`config.mk`:
```
export PLATFORM = sky130hd
export DESIGN_NAME = npc_resolve_flat
export DESIGN_NICKNAME = d
export VERILOG_FILES = /design/src/rtl/npc_resolve_if.sv /design/src/rtl/npc_resolve.sv /design/src/flat_wrapper.sv
export SDC_FILE = /design/constraint.sdc
export NUM_CORES = 1
export LEC_CHECK = 0
export ABC_AREA = 1
export BUFFER_PORTS_ARGS = -buffer_cell sky130_fd_sc_hd__buf_2
export CORE_MARGIN = 5
export CORE_UTILIZATION = 55
export DETAILED_ROUTE_END_ITERATION = 8
export PLACE_DENSITY = 0.83
export SETUP_SLACK_MARGIN = 0.5
export SYNTH_ARGS = -nofsm -noshare
export SYNTH_HDL_FRONTEND = slang
export SYNTH_SLANG_ARGS = --single-unit
```
`constraint.sdc`:
```
create_clock -name CLK -period 3.4 [get_ports CLK]
set_input_delay 0.34 -clock CLK [delete_from_list [all_inputs] [get_ports CLK]]
set_output_delay 0.34 -clock CLK [all_outputs]
set_load 0.1 [all_outputs]
```
`src/rtl/npc_resolve_if.sv`:
```
// Next-PC bus between the EX resolution block (master) and the PC device (slave).
// The package carries the PCSrc encoding shared by both ends.
package npc_resolve_pkg;
    typedef enum logic [1:0] {
        PCSRC_PC4 = 2'd0,
        PCSRC_BR  = 2'd1,
        PCSRC_J   = 2'd2,
        PCSRC_JR  = 2'd3
    } pcsrc_t;

    typedef enum logic [2:0] {
        CTL_NONE = 3'd0,
        CTL_BEQ  = 3'd1,
        CTL_BNE  = 3'd2,
        CTL_J    = 3'd3,
        CTL_JAL  = 3'd4,
        CTL_JR   = 3'd5
    } ctl_t;
endpackage

interface npc_resolve_if;
    import npc_resolve_pkg::*;

    pcsrc_t      PCSrc;
    logic        zero;
    logic [31:0] pc_4;
    logic [31:0] b_addr;
    logic [31:0] j_addr;
    logic [31:0] jr_addr;
    logic [31:0] link_addr;
    logic        pc_control;

    modport master (
        output PCSrc, zero, pc_4, b_addr, j_addr, jr_addr, link_addr,
        input  pc_control
    );

    modport slave (
        input  PCSrc, zero, pc_4, b_addr, j_addr, jr_addr, link_addr,
        output pc_control
    );
endinterface

```
`src/rtl/npc_resolve.sv`:
```
// EX-stage branch/jump resolution: registers ID operands, computes targets and the
// branch condition, drives the next-PC bus, and masks the wrong-path shadow cycle.
module npc_resolve
    import npc_resolve_pkg::*;
#(
    parameter int unsigned CNT_W = 32
) (
    input  logic             CLK,
    input  logic             RST,
    input  logic             id_valid,
    input  logic [2:0]       id_ctl,
    input  logic [31:0]      id_pc_4,
    input  logic [15:0]      id_imm,
    input  logic [25:0]      id_jidx,
    input  logic [31:0]      id_rs,
    input  logic [31:0]      id_rt,
    input  logic             ex_stall,
    npc_resolve_if.master    npc,
    output logic             flush,
    output logic [CNT_W-1:0] br_cnt,
    output logic [CNT_W-1:0] tkn_cnt
);

    typedef enum logic {
        ST_RUN    = 1'b0,
        ST_SQUASH = 1'b1
    } state_t;

    state_t      state_q, state_d;
    logic        ex_valid;
    ctl_t        ex_ctl;
    ctl_t        id_cls;
    logic [31:0] ex_pc_4;
    logic [15:0] ex_imm;
    logic [25:0] ex_jidx;
    logic [31:0] ex_rs;
    logic [31:0] ex_rt;

    pcsrc_t      kind;
    logic        cond;
    logic        live;
    logic        redirect_now;
    logic        resolve_br;

    always_comb begin
        id_cls = CTL_NONE;
        case (id_ctl)
            3'd1:    id_cls = CTL_BEQ;
            3'd2:    id_cls = CTL_BNE;
            3'd3:    id_cls = CTL_J;
            3'd4:    id_cls = CTL_JAL;
            3'd5:    id_cls = CTL_JR;
            default: id_cls = CTL_NONE;
        endcase
    end

    // In SQUASH the EX register takes a bubble; data fields still follow ID.
    always_ff @(posedge CLK) begin
        if (RST) begin
            ex_valid <= 1'b0;
            ex_ctl   <= CTL_NONE;
            ex_pc_4  <= '0;
            ex_imm   <= '0;
            ex_jidx  <= '0;
            ex_rs    <= '0;
            ex_rt    <= '0;
        end else if (!ex_stall) begin
            ex_valid <= id_valid && (state_q == ST_RUN);
            ex_ctl   <= (state_q == ST_RUN) ? id_cls : CTL_NONE;
            ex_pc_4  <= id_pc_4;
            ex_imm   <= id_imm;
            ex_jidx  <= id_jidx;
            ex_rs    <= id_rs;
            ex_rt    <= id_rt;
        end
    end

    always_comb begin
        kind = PCSRC_PC4;
        case (ex_ctl)
            CTL_BEQ, CTL_BNE: kind = PCSRC_BR;
            CTL_J, CTL_JAL:   kind = PCSRC_J;
            CTL_JR:           kind = PCSRC_JR;
            default:          kind = PCSRC_PC4;
        endcase
    end

    assign cond = ((ex_ctl == CTL_BEQ) && (ex_rs == ex_rt)) ||
                  ((ex_ctl == CTL_BNE) && (ex_rs != ex_rt));

    assign live         = ex_valid && !ex_stall && (state_q == ST_RUN);
    assign redirect_now = live && (kind != PCSRC_PC4) && npc.pc_control;
    assign resolve_br   = live && (kind == PCSRC_BR);

    assign npc.PCSrc     = live ? kind : PCSRC_PC4;
    assign npc.zero      = live && cond;
    assign npc.pc_4      = ex_pc_4;
    assign npc.b_addr    = ex_pc_4 + {{14{ex_imm[15]}}, ex_imm, 2'b00};
    assign npc.j_addr    = {ex_pc_4[31:28], ex_jidx, 2'b00};
    assign npc.jr_addr   = ex_rs;
    assign npc.link_addr = ex_pc_4;
    assign flush         = redirect_now;

    always_ff @(posedge CLK) begin
        if (RST) begin
            state_q <= ST_RUN;
        end else begin
            state_q <= state_d;
        end
    end

    always_comb begin
        state_d = state_q;
        case (state_q)
            ST_RUN:    if (redirect_now) state_d = ST_SQUASH;
            ST_SQUASH: if (!ex_stall)    state_d = ST_RUN;
            default:   state_d = ST_RUN;
        endcase
    end

    always_ff @(posedge CLK) begin
        if (RST) begin
            br_cnt  <= '0;
            tkn_cnt <= '0;
        end else begin
            if (resolve_br && (br_cnt != '1)) begin
                br_cnt <= br_cnt + CNT_W'(1);
            end
            if (redirect_now && (tkn_cnt != '1)) begin
                tkn_cnt <= tkn_cnt + CNT_W'(1);
            end
        end
    end

endmodule

```
`src/flat_wrapper.sv`:
```
// flat-port wrapper written by rule: the top's interface ports become plain ports
module npc_resolve_flat import npc_resolve_pkg::*;
#(
    parameter int unsigned CNT_W = 32
)
  (CLK, RST, id_valid, id_ctl, id_pc_4, id_imm, id_jidx, id_rs, id_rt, ex_stall, flush, br_cnt, tkn_cnt, npc_PCSrc, npc_zero, npc_pc_4, npc_b_addr, npc_j_addr, npc_jr_addr, npc_link_addr, npc_pc_control);
  npc_resolve_if npc_i ();
  input  logic CLK;
  input  logic RST;
  input  logic id_valid;
  input  logic [2:0] id_ctl;
  input  logic [31:0] id_pc_4;
  input  logic [15:0] id_imm;
  input  logic [25:0] id_jidx;
  input  logic [31:0] id_rs;
  input  logic [31:0] id_rt;
  input  logic ex_stall;
  output logic flush;
  output logic [CNT_W-1:0] br_cnt;
  output logic [CNT_W-1:0] tkn_cnt;
  output wire logic [$bits(npc_i.PCSrc)-1:0] npc_PCSrc;
  output wire logic [$bits(npc_i.zero)-1:0] npc_zero;
  output wire logic [$bits(npc_i.pc_4)-1:0] npc_pc_4;
  output wire logic [$bits(npc_i.b_addr)-1:0] npc_b_addr;
  output wire logic [$bits(npc_i.j_addr)-1:0] npc_j_addr;
  output wire logic [$bits(npc_i.jr_addr)-1:0] npc_jr_addr;
  output wire logic [$bits(npc_i.link_addr)-1:0] npc_link_addr;
  input wire logic [$bits(npc_i.pc_control)-1:0] npc_pc_control;
  assign npc_PCSrc = npc_i.PCSrc;
  assign npc_zero = npc_i.zero;
  assign npc_pc_4 = npc_i.pc_4;
  assign npc_b_addr = npc_i.b_addr;
  assign npc_j_addr = npc_i.j_addr;
  assign npc_jr_addr = npc_i.jr_addr;
  assign npc_link_addr = npc_i.link_addr;
  assign npc_i.pc_control = npc_pc_control;
  npc_resolve #(.CNT_W(CNT_W)) u_core (.CLK(CLK), .RST(RST), .id_valid(id_valid), .id_ctl(id_ctl), .id_pc_4(id_pc_4), .id_imm(id_imm), .id_jidx(id_jidx), .id_rs(id_rs), .id_rt(id_rt), .ex_stall(ex_stall), .npc(npc_i), .flush(flush), .br_cnt(br_cnt), .tkn_cnt(tkn_cnt));
endmodule
```
==> results of run 1 <==
## logic make-up (layout without fill, tap and decap cells)
kind of cell / count (synthesis) / count (layout) / synth area share
buffers and inverters: 259 / 583 / 0.101
other: 1 / 4 / 0.000318
AOI/OAI and AO/OA: 306 / 306 / 0.132
adders and majority gates: 34 / 34 / 0.0367
and+or+nand+nor: 996 / 996 / 0.341
xor gates and xnor gates: 50 / 50 / 0.0372
DFF: 207 / 207 / 0.352
## flip-flops by register name, summed over array words and instances (netlist names), 3 cells and up
signal                cells
u_core.br_cnt            32
u_core.ex_ctl             3
u_core.ex_imm            16
u_core.ex_jidx           26
u_core.ex_rt             32
u_core.npc.jr_addr       32
u_core.npc.link_addr     32
u_core.tkn_cnt           32
## metrics by stage
stage | setup slack, ps | util | std cells
floorplan | 468 | - | 1854
global placement | 552 | 0.652 | 2402
detailed placement | 521 | 0.652 | 2402
CTS | 487 | 0.702 | 2449
global route | 464 | 0.719 | 2455
finish | 524 | 0.719 | 2455
## what timing repair did
action / CTS / global route
endpoints found under the setup margin: 23 / 21
setup buffers: 3 / 4
gates resized for setup: 68 / 81
pin swaps: 3 / 10
hold buffers: 0 / 0
## worst max-delay path, cell delays in order (launching register included)
cell and delay [ps]:
dfxtp_1 340, ha_2 420, nand2_1 140, o21ai_0 300, nand2_1 110, nand2_1 150
nand2_1 100, nand3_1 90, nand2_1 50, nand2_1 130, buf_12 190
## cell type report
cell class                      count  area share
Antenna cell                        2    0.000330
Clock buffer                       32      0.0443
Clock inverter                     12     0.00958
Inverter                          155      0.0385
Multi-Input combinational cell   1388       0.460
Sequential cell                   207       0.276
Tap cell                          275      0.0227
Timing Repair Buffer              384       0.148
## layer usage
| metal | vias up | track usage | part of all wire |
|---|---|---|---|
| li1 | 6413 | - | - |
| met1 | 5931 | 0.363 | 0.40 |
| met2 | 465 | 0.515 | 0.48 |
| met3 | 103 | 0.0608 | 0.078 |
| met4 | 4 | 0.112 | 0.041 |
| met5 | - | 0 | 0.00087 |
## cell usage in the layout (no fill, tap or decap), types with 5 or more instances in the layout
master | Yosys | routed
ha_4 | 0 | 7
nand4_1 | 10 | 10
dfxtp_2 | 0 | 23
ha_2 | 0 | 17
xnor2_1 | 19 | 15
nand2_1 | 555 | 542
nand3b_1 | 29 | 29
clkbuf_16 | 0 | 25
nand2_2 | 5 | 17
xor2_2 | 0 | 7
a21oi_2 | 0 | 7
clkbuf_1 | 51 | 5
nor2_2 | 4 | 21
buf_6 | 7 | 6
inv_2 | 5 | 6
nor2_4 | 5 | 8
buf_2 | 2 | 343
o21ai_0 | 156 | 153
nand3_1 | 34 | 30
buf_12 | 0 | 13
clkinv_2 | 0 | 7
buf_8 | 0 | 5
o21bai_1 | 7 | 7
o21ai_1 | 3 | 6
inv_1 | 150 | 148
ha_1 | 33 | 9
nor2_1 | 341 | 321
a21oi_1 | 137 | 127
xor2_1 | 31 | 20
dfxtp_1 | 207 | 180
buf_4 | 44 | 17
## power by group
group,leakage [nW],total [W],switching (W),internal [W]
registers,1.71,0.00265,0.000103,0.00255
logic,5.10,0.00239,0.00185,0.000535
clock network,0.403,0.00266,0.00104,0.00162
total,7.22,0.00770,0.00300,0.00470
## path summary, 6_finish.rpt
| check | from | to | slack (ps) | depth (start not counted) |
|---|---|---|---|---|
| min | id_imm[11] | u_core.ex_imm[11] | 50 | 3 |
| max | u_core.ex_imm[10] | npc_b_addr[26] | 520 | 10 |
| min reg2reg | u_core.ex_ctl[2] | u_core.ex_ctl[2] | 470 | 2 |
| max reg2reg | u_core.tkn_cnt[0] | u_core.tkn_cnt[1] | 1090 | 9 |
==> flow_metrics.py, run 1 <==
metrics = {
    "cts": {
        "cts_buffers": 24,
        "clk_latency_ps": 520,
        "clk_path_buf_depth": 3,
        "cts.clk_slew.worst_paths_ps": 60,
        "clock_sinks": 207,
        "htree_levels": 1,
        "cts-root-buf": "clkbuf_16",
        "cts_tree": "built",
    },
    "drt": {
        "via_count": 12900,
        "post_drt_wl_per_cell_microns": 15.9,
        "vias_per_cell": 5.26,
        "first_pass_iters": 5,
        "drc": 0,
        "wl_mm": 39.1,
        "first_iter_violations": 932,
        "antenna_left": 0,
    },
    "logic_synthesis": {
        "synth_cell_types": 32,
        "syn_area_per_cell_sq_um": 6.36,
        "synth_edf_count": 0,
        "post-synth-top-area-cell": "dfxtp_1",
        "async_flop_share": 0,
        "synth-main-ff-cell": "dfxtp_1",
        "synth_commonest_cells": "nand2_1, nor2_1, dfxtp_1, o21ai_0, inv_1",
        "synthCells": 1853,
        "synth_top_area_frac": 0.352,
        "syn_area_sq_um": 11800,
        "synth_seq_cells": 207,
        "yosys_warnings": 0,
        "ys_top_cells_by_area": "dfxtp_1, nand2_1, nor2_1, o21ai_0, a21oi_1",
        "yosysMostFrequentCell": "nand2_1",
        "ys_seq_area_frac": 0.352,
    },
    "run_status": {
        "run_status": "finished, final reports clean",
    },
    "sta": {
        "period_share": 0.846,
        "hold_violations": 0,
        "slew_headroom": 0.295,
        "rsz0062_at_grt": "yes",
        "slew_violations": 0,
        "hold_ws_ps": 53.2,
        "setup_violations": 0,
        "worstMarginPinSlew_ps": 1060,
        "max_freq_mhz": 348,
        "fin_skew_ps": 6.49,
        "finalCriticalPeriod_ps": 2880,
        "setup-tns-final_ps": 0,
    },
    "die": {
        "die_h_microns": 156,
        "die_w_microns": 156,
        "core-area_sq_um": 21100,
        "rows": 53,
        "ios": 374,
        "start_util": 0.559,
        "dieArea_sq_um": 24500,
    },
    "place": {
        "place_area_sq_um": 13700,
        "portBuffers": 371,
        "hpwlAfterDp_mm": 29.2,
        "gp_congestion": 0.957,
    },
    "min_path": {
        "hp-class": "input port to flip-flop",
    },
    "worst_setup_path": {
        "worstPathMaxFanout": 4,
        "arrival_ps": 2540,
        "cp-start-kind": "flip-flop",
        "crit_type": "flip-flop to output port",
        "endpoint_kind": "output port",
        "worstPathRequired_ps": 3060,
    },
    "cells_and_area": {
        "nets": 2340,
        "final-seq-area_sq_um": 4190,
        "area_growth_pct": 28.6,
        "drive_gt1_frac": 0.259,
        "fillers": 1779,
        "fin_area_sq_um": 15200,
        "multi_input_area_sq_um": 6970,
    },
    "grt": {
        "grt_pass1_vias": 11900,
        "grt_start_max_net_pins": 121,
        "antenna_found_initial": 4,
        "grtUsageTotal": 0.297,
        "grt_overflow": 0,
        "grt_pass1_wl_mm": 59.6,
    },
    "power": {
        "total_power_w": 0.00770,
        "cellPowerDensity_nw_per_um2": 508,
        "ir_worst_vdd_mv": 0.475,
        "leakage_nw": 7.22,
    },
    "run": {
        "maxCapViolations": 0,
    },
}
(Power assumes the default switching activity.)
==> inputs of run 2 (changes only) <==
Settings changed: CORE_UTILIZATION 55 to 47, PLACE_DENSITY 0.83 to 0.76.
Clock period 3.4 ns to 2.58 ns, I/O delays scaled along.
==> run 2 against run 1 <==
- the run now ends with setup timing left
- hold slack got worse by 36 ps
- sequential power rose by 32%
- sequential share of layout area fell by 3.7 points
- routed wire length rose by 18%
- critical path depth did not move
- largest power group is now combinational logic
- power rose by 44%
- non-clock buffer count rose by 139
- critical path type unchanged
- register-to-register slack got worse by 420 ps
==> flow_metrics.py, run 2 (synthesis gave the netlist of run 1 again) <==
metrics = {
    "cells_and_area": {
        "layout_common_cells": "nand2_1, buf_2, nor2_1",
        "nets": 2480,
        "final-seq-area_sq_um": 4370,
        "fin_area_sq_um": 18200,
        "multi_input_area_sq_um": 8200,
        "diodes": 0,
        "fillers": 1861,
        "layout.cells.most_common": "nand2_1",
        "drive_gt1_frac": 0.374,
        "area_growth_pct": 54.8,
    },
    "worst_setup_path": {
        "rr_endpoint": "u_core.br_cnt[2]",
        "crit_type": "flip-flop to output port",
        "cpMostUsedCell": "nand2_1",
        "cp_slowest_cell": "dfxtp_1",
        "reg2reg_slack_ps": 670,
        "worstPathMaxFanout": 4,
        "worstPathRequired_ps": 2320,
        "path_buf_inv": 1,
        "max_stage_delay_ps": 350,
        "crit_chain": "ha_4 -> nand2_1 -> o21ai_0 -> nand2_1 -> nand2_1 -> nand2_1 -> nand3_1 -> nand2_2 -> nand2_8 -> buf_12",
        "arrival_ps": 2580,
        "endpoint_kind": "output port",
        "crit_family": "simple AND/OR/NAND/NOR gates",
        "regToRegStartpoint": "u_core.br_cnt[0]",
        "cp-start-kind": "flip-flop",
        "worstRegToRegCells": 11,
    },
    "sta": {
        "finalCriticalPeriod_ps": 2840,
        "rsz0062_at_grt": "yes",
        "max_freq_mhz": 352,
        "fin_skew_ps": 7.86,
        "setup_violations": 18,
        "setup_ws_ps": -261,
        "period_share": 1.10,
        "hold_violations": 0,
        "slew_violations": 0,
        "slew_headroom": 0.336,
        "worstMarginPinSlew_ps": 996,
    },
    "cts": {
        "clk_path_buf_depth": 3,
        "cts.clk_slew.worst_paths_ps": 60,
        "clock_sinks": 207,
        "cts_tree": "built",
        "htree_levels": 1,
        "clk_latency_ps": 540,
        "cts-root-buf": "clkbuf_16",
        "cts_buffers": 25,
    },
    "grt": {
        "grtUsageTotal": 0.291,
        "grt_start_max_net_pins": 195,
        "antenna_found_initial": 0,
        "grt_overflow": 0,
        "grt_pass1_wl_mm": 68.8,
        "grt_pass1_vias": 13300,
    },
    "min_path": {
        "hold_start": "id_rt[5]",
        "hold_path_depth": 3,
        "hp-class": "input port to flip-flop",
        "holdPathEnd": "u_core.ex_rt[5]",
    },
    "die": {
        "dieArea_sq_um": 28300,
        "die_w_microns": 168,
        "start_util": 0.472,
        "die_h_microns": 168,
        "rows": 58,
        "core-area_sq_um": 25000,
        "ios": 374,
    },
    "power": {
        "p_clk_frac": 0.327,
        "p_sw_frac": 0.391,
        "power.internal_w": 0.00674,
        "cellPowerDensity_nw_per_um2": 606,
        "p_sw_w": 0.00432,
        "total_power_w": 0.0111,
        "combPwrFrac": 0.356,
        "ir_worst_vdd_mv": 0.657,
        "leakage_nw": 8.34,
        "p_seq_frac": 0.318,
    },
    "drt": {
        "vias_per_cell": 5.35,
        "route.met2.wl_mm": 22.7,
        "post_drt_wl_per_cell_microns": 17.5,
        "met3WireLength_mm": 3.72,
        "first_iter_violations": 1196,
        "drc": 0,
        "via_count": 14200,
        "first_pass_iters": 6,
        "wl_mm": 46.3,
        "antenna_left": 0,
        "routed.top_layer": "met4",
        "wl_met1_mm": 17.4,
    },
    "place": {
        "hpwlAfterDp_mm": 29.5,
        "gp_congestion": 0.922,
        "place_area_sq_um": 14900,
        "portBuffers": 371,
    },
    "run": {
        "maxCapViolations": 0,
    },
    "run_status": {
        "failed_checks": "setup timing",
        "run_status": "finished, violations left",
    },
}
==> run 2: cell type report <==
cell class / count / area share
sequential: 207 / 0.239
multi-input combinational: 1388 / 0.449
inverter: 155 / 0.0323
timing repair buffer: 523 / 0.210
clock buffer: 37 / 0.0407
tap: 330 / 0.0226
clock inverter: 7 / 0.00583
==> run 2: repair_timing <==
| action | 4_1_cts | 5_1_grt |
|---|---|---|
| pin swaps | 87 | 91 |
| setup endpoints to repair | 64 | 95 |
| resized for setup | 200 | 127 |
| buffers inserted | 38 | 17 |
| hold buffers | 88 | 0 |
| hold endpoints to repair | 88 | 0 |
==> run 2: through the flow <==
| step | TNS, ps | hold WS [ps] | worst slack, ps | util | cells |
|---|---|---|---|---|---|
| 6_report | -2610 | 16.9 | -261 | 0.731 | 2647 |
| 5_1_grt | -4370 | 6.16 | -461 | 0.731 | 2647 |
| 4_1_cts | -1760 | 0.135 | -218 | 0.709 | 2630 |
| 3_5_place_dp | 0 | 459 | 214 | 0.595 | 2460 |
| 3_3_place_gp | 0 | 449 | 256 | 0.595 | 2460 |
| 2_1_floorplan | 0 | 401 | 88.9 | - | 1854 |
==> run 2: metal layers <==
metal,GRT usage,vias up
li1,-,6704
met1,0.347,6538
met2,0.519,708
met3,0.0533,202
met4,0.113,0
met5,0,-
==> run 2: worst max path at each step <==
stage / from / endpoint / slack, ps / depth (start not counted)
finish: u_core.ex_imm[9] / npc_b_addr[24] / -260 / 10
global route: u_core.ex_imm[9] / npc_b_addr[24] / -460 / 10
CTS: u_core.npc.link_addr[2] / npc_b_addr[22] / -220 / 13
detailed placement: u_core.ex_imm[15] / npc_b_addr[28] / 210 / 9
global placement: u_core.ex_imm[15] / npc_b_addr[22] / 260 / 9
floorplan: u_core.npc.link_addr[2] / npc_b_addr[6] / 90 / 7
==> run 2: power by group through the flow <==
stage | Combinational (W) | Sequential (W) | Clock [W]
after floorplan | 0.00188 | 0.00425 | 0
after global placement | 0.00323 | 0.00356 | 0
after detailed placement | 0.00325 | 0.00357 | 0
after CTS | 0.00372 | 0.00350 | 0.00369
after global routing | 0.00408 | 0.00353 | 0.00382
final | 0.00393 | 0.00351 | 0.00361
==> run 2: tightest hold or removal path: stages <==
cell and delay [ps]:
buf_2 70, o21ai_0 60, a21oi_1 120
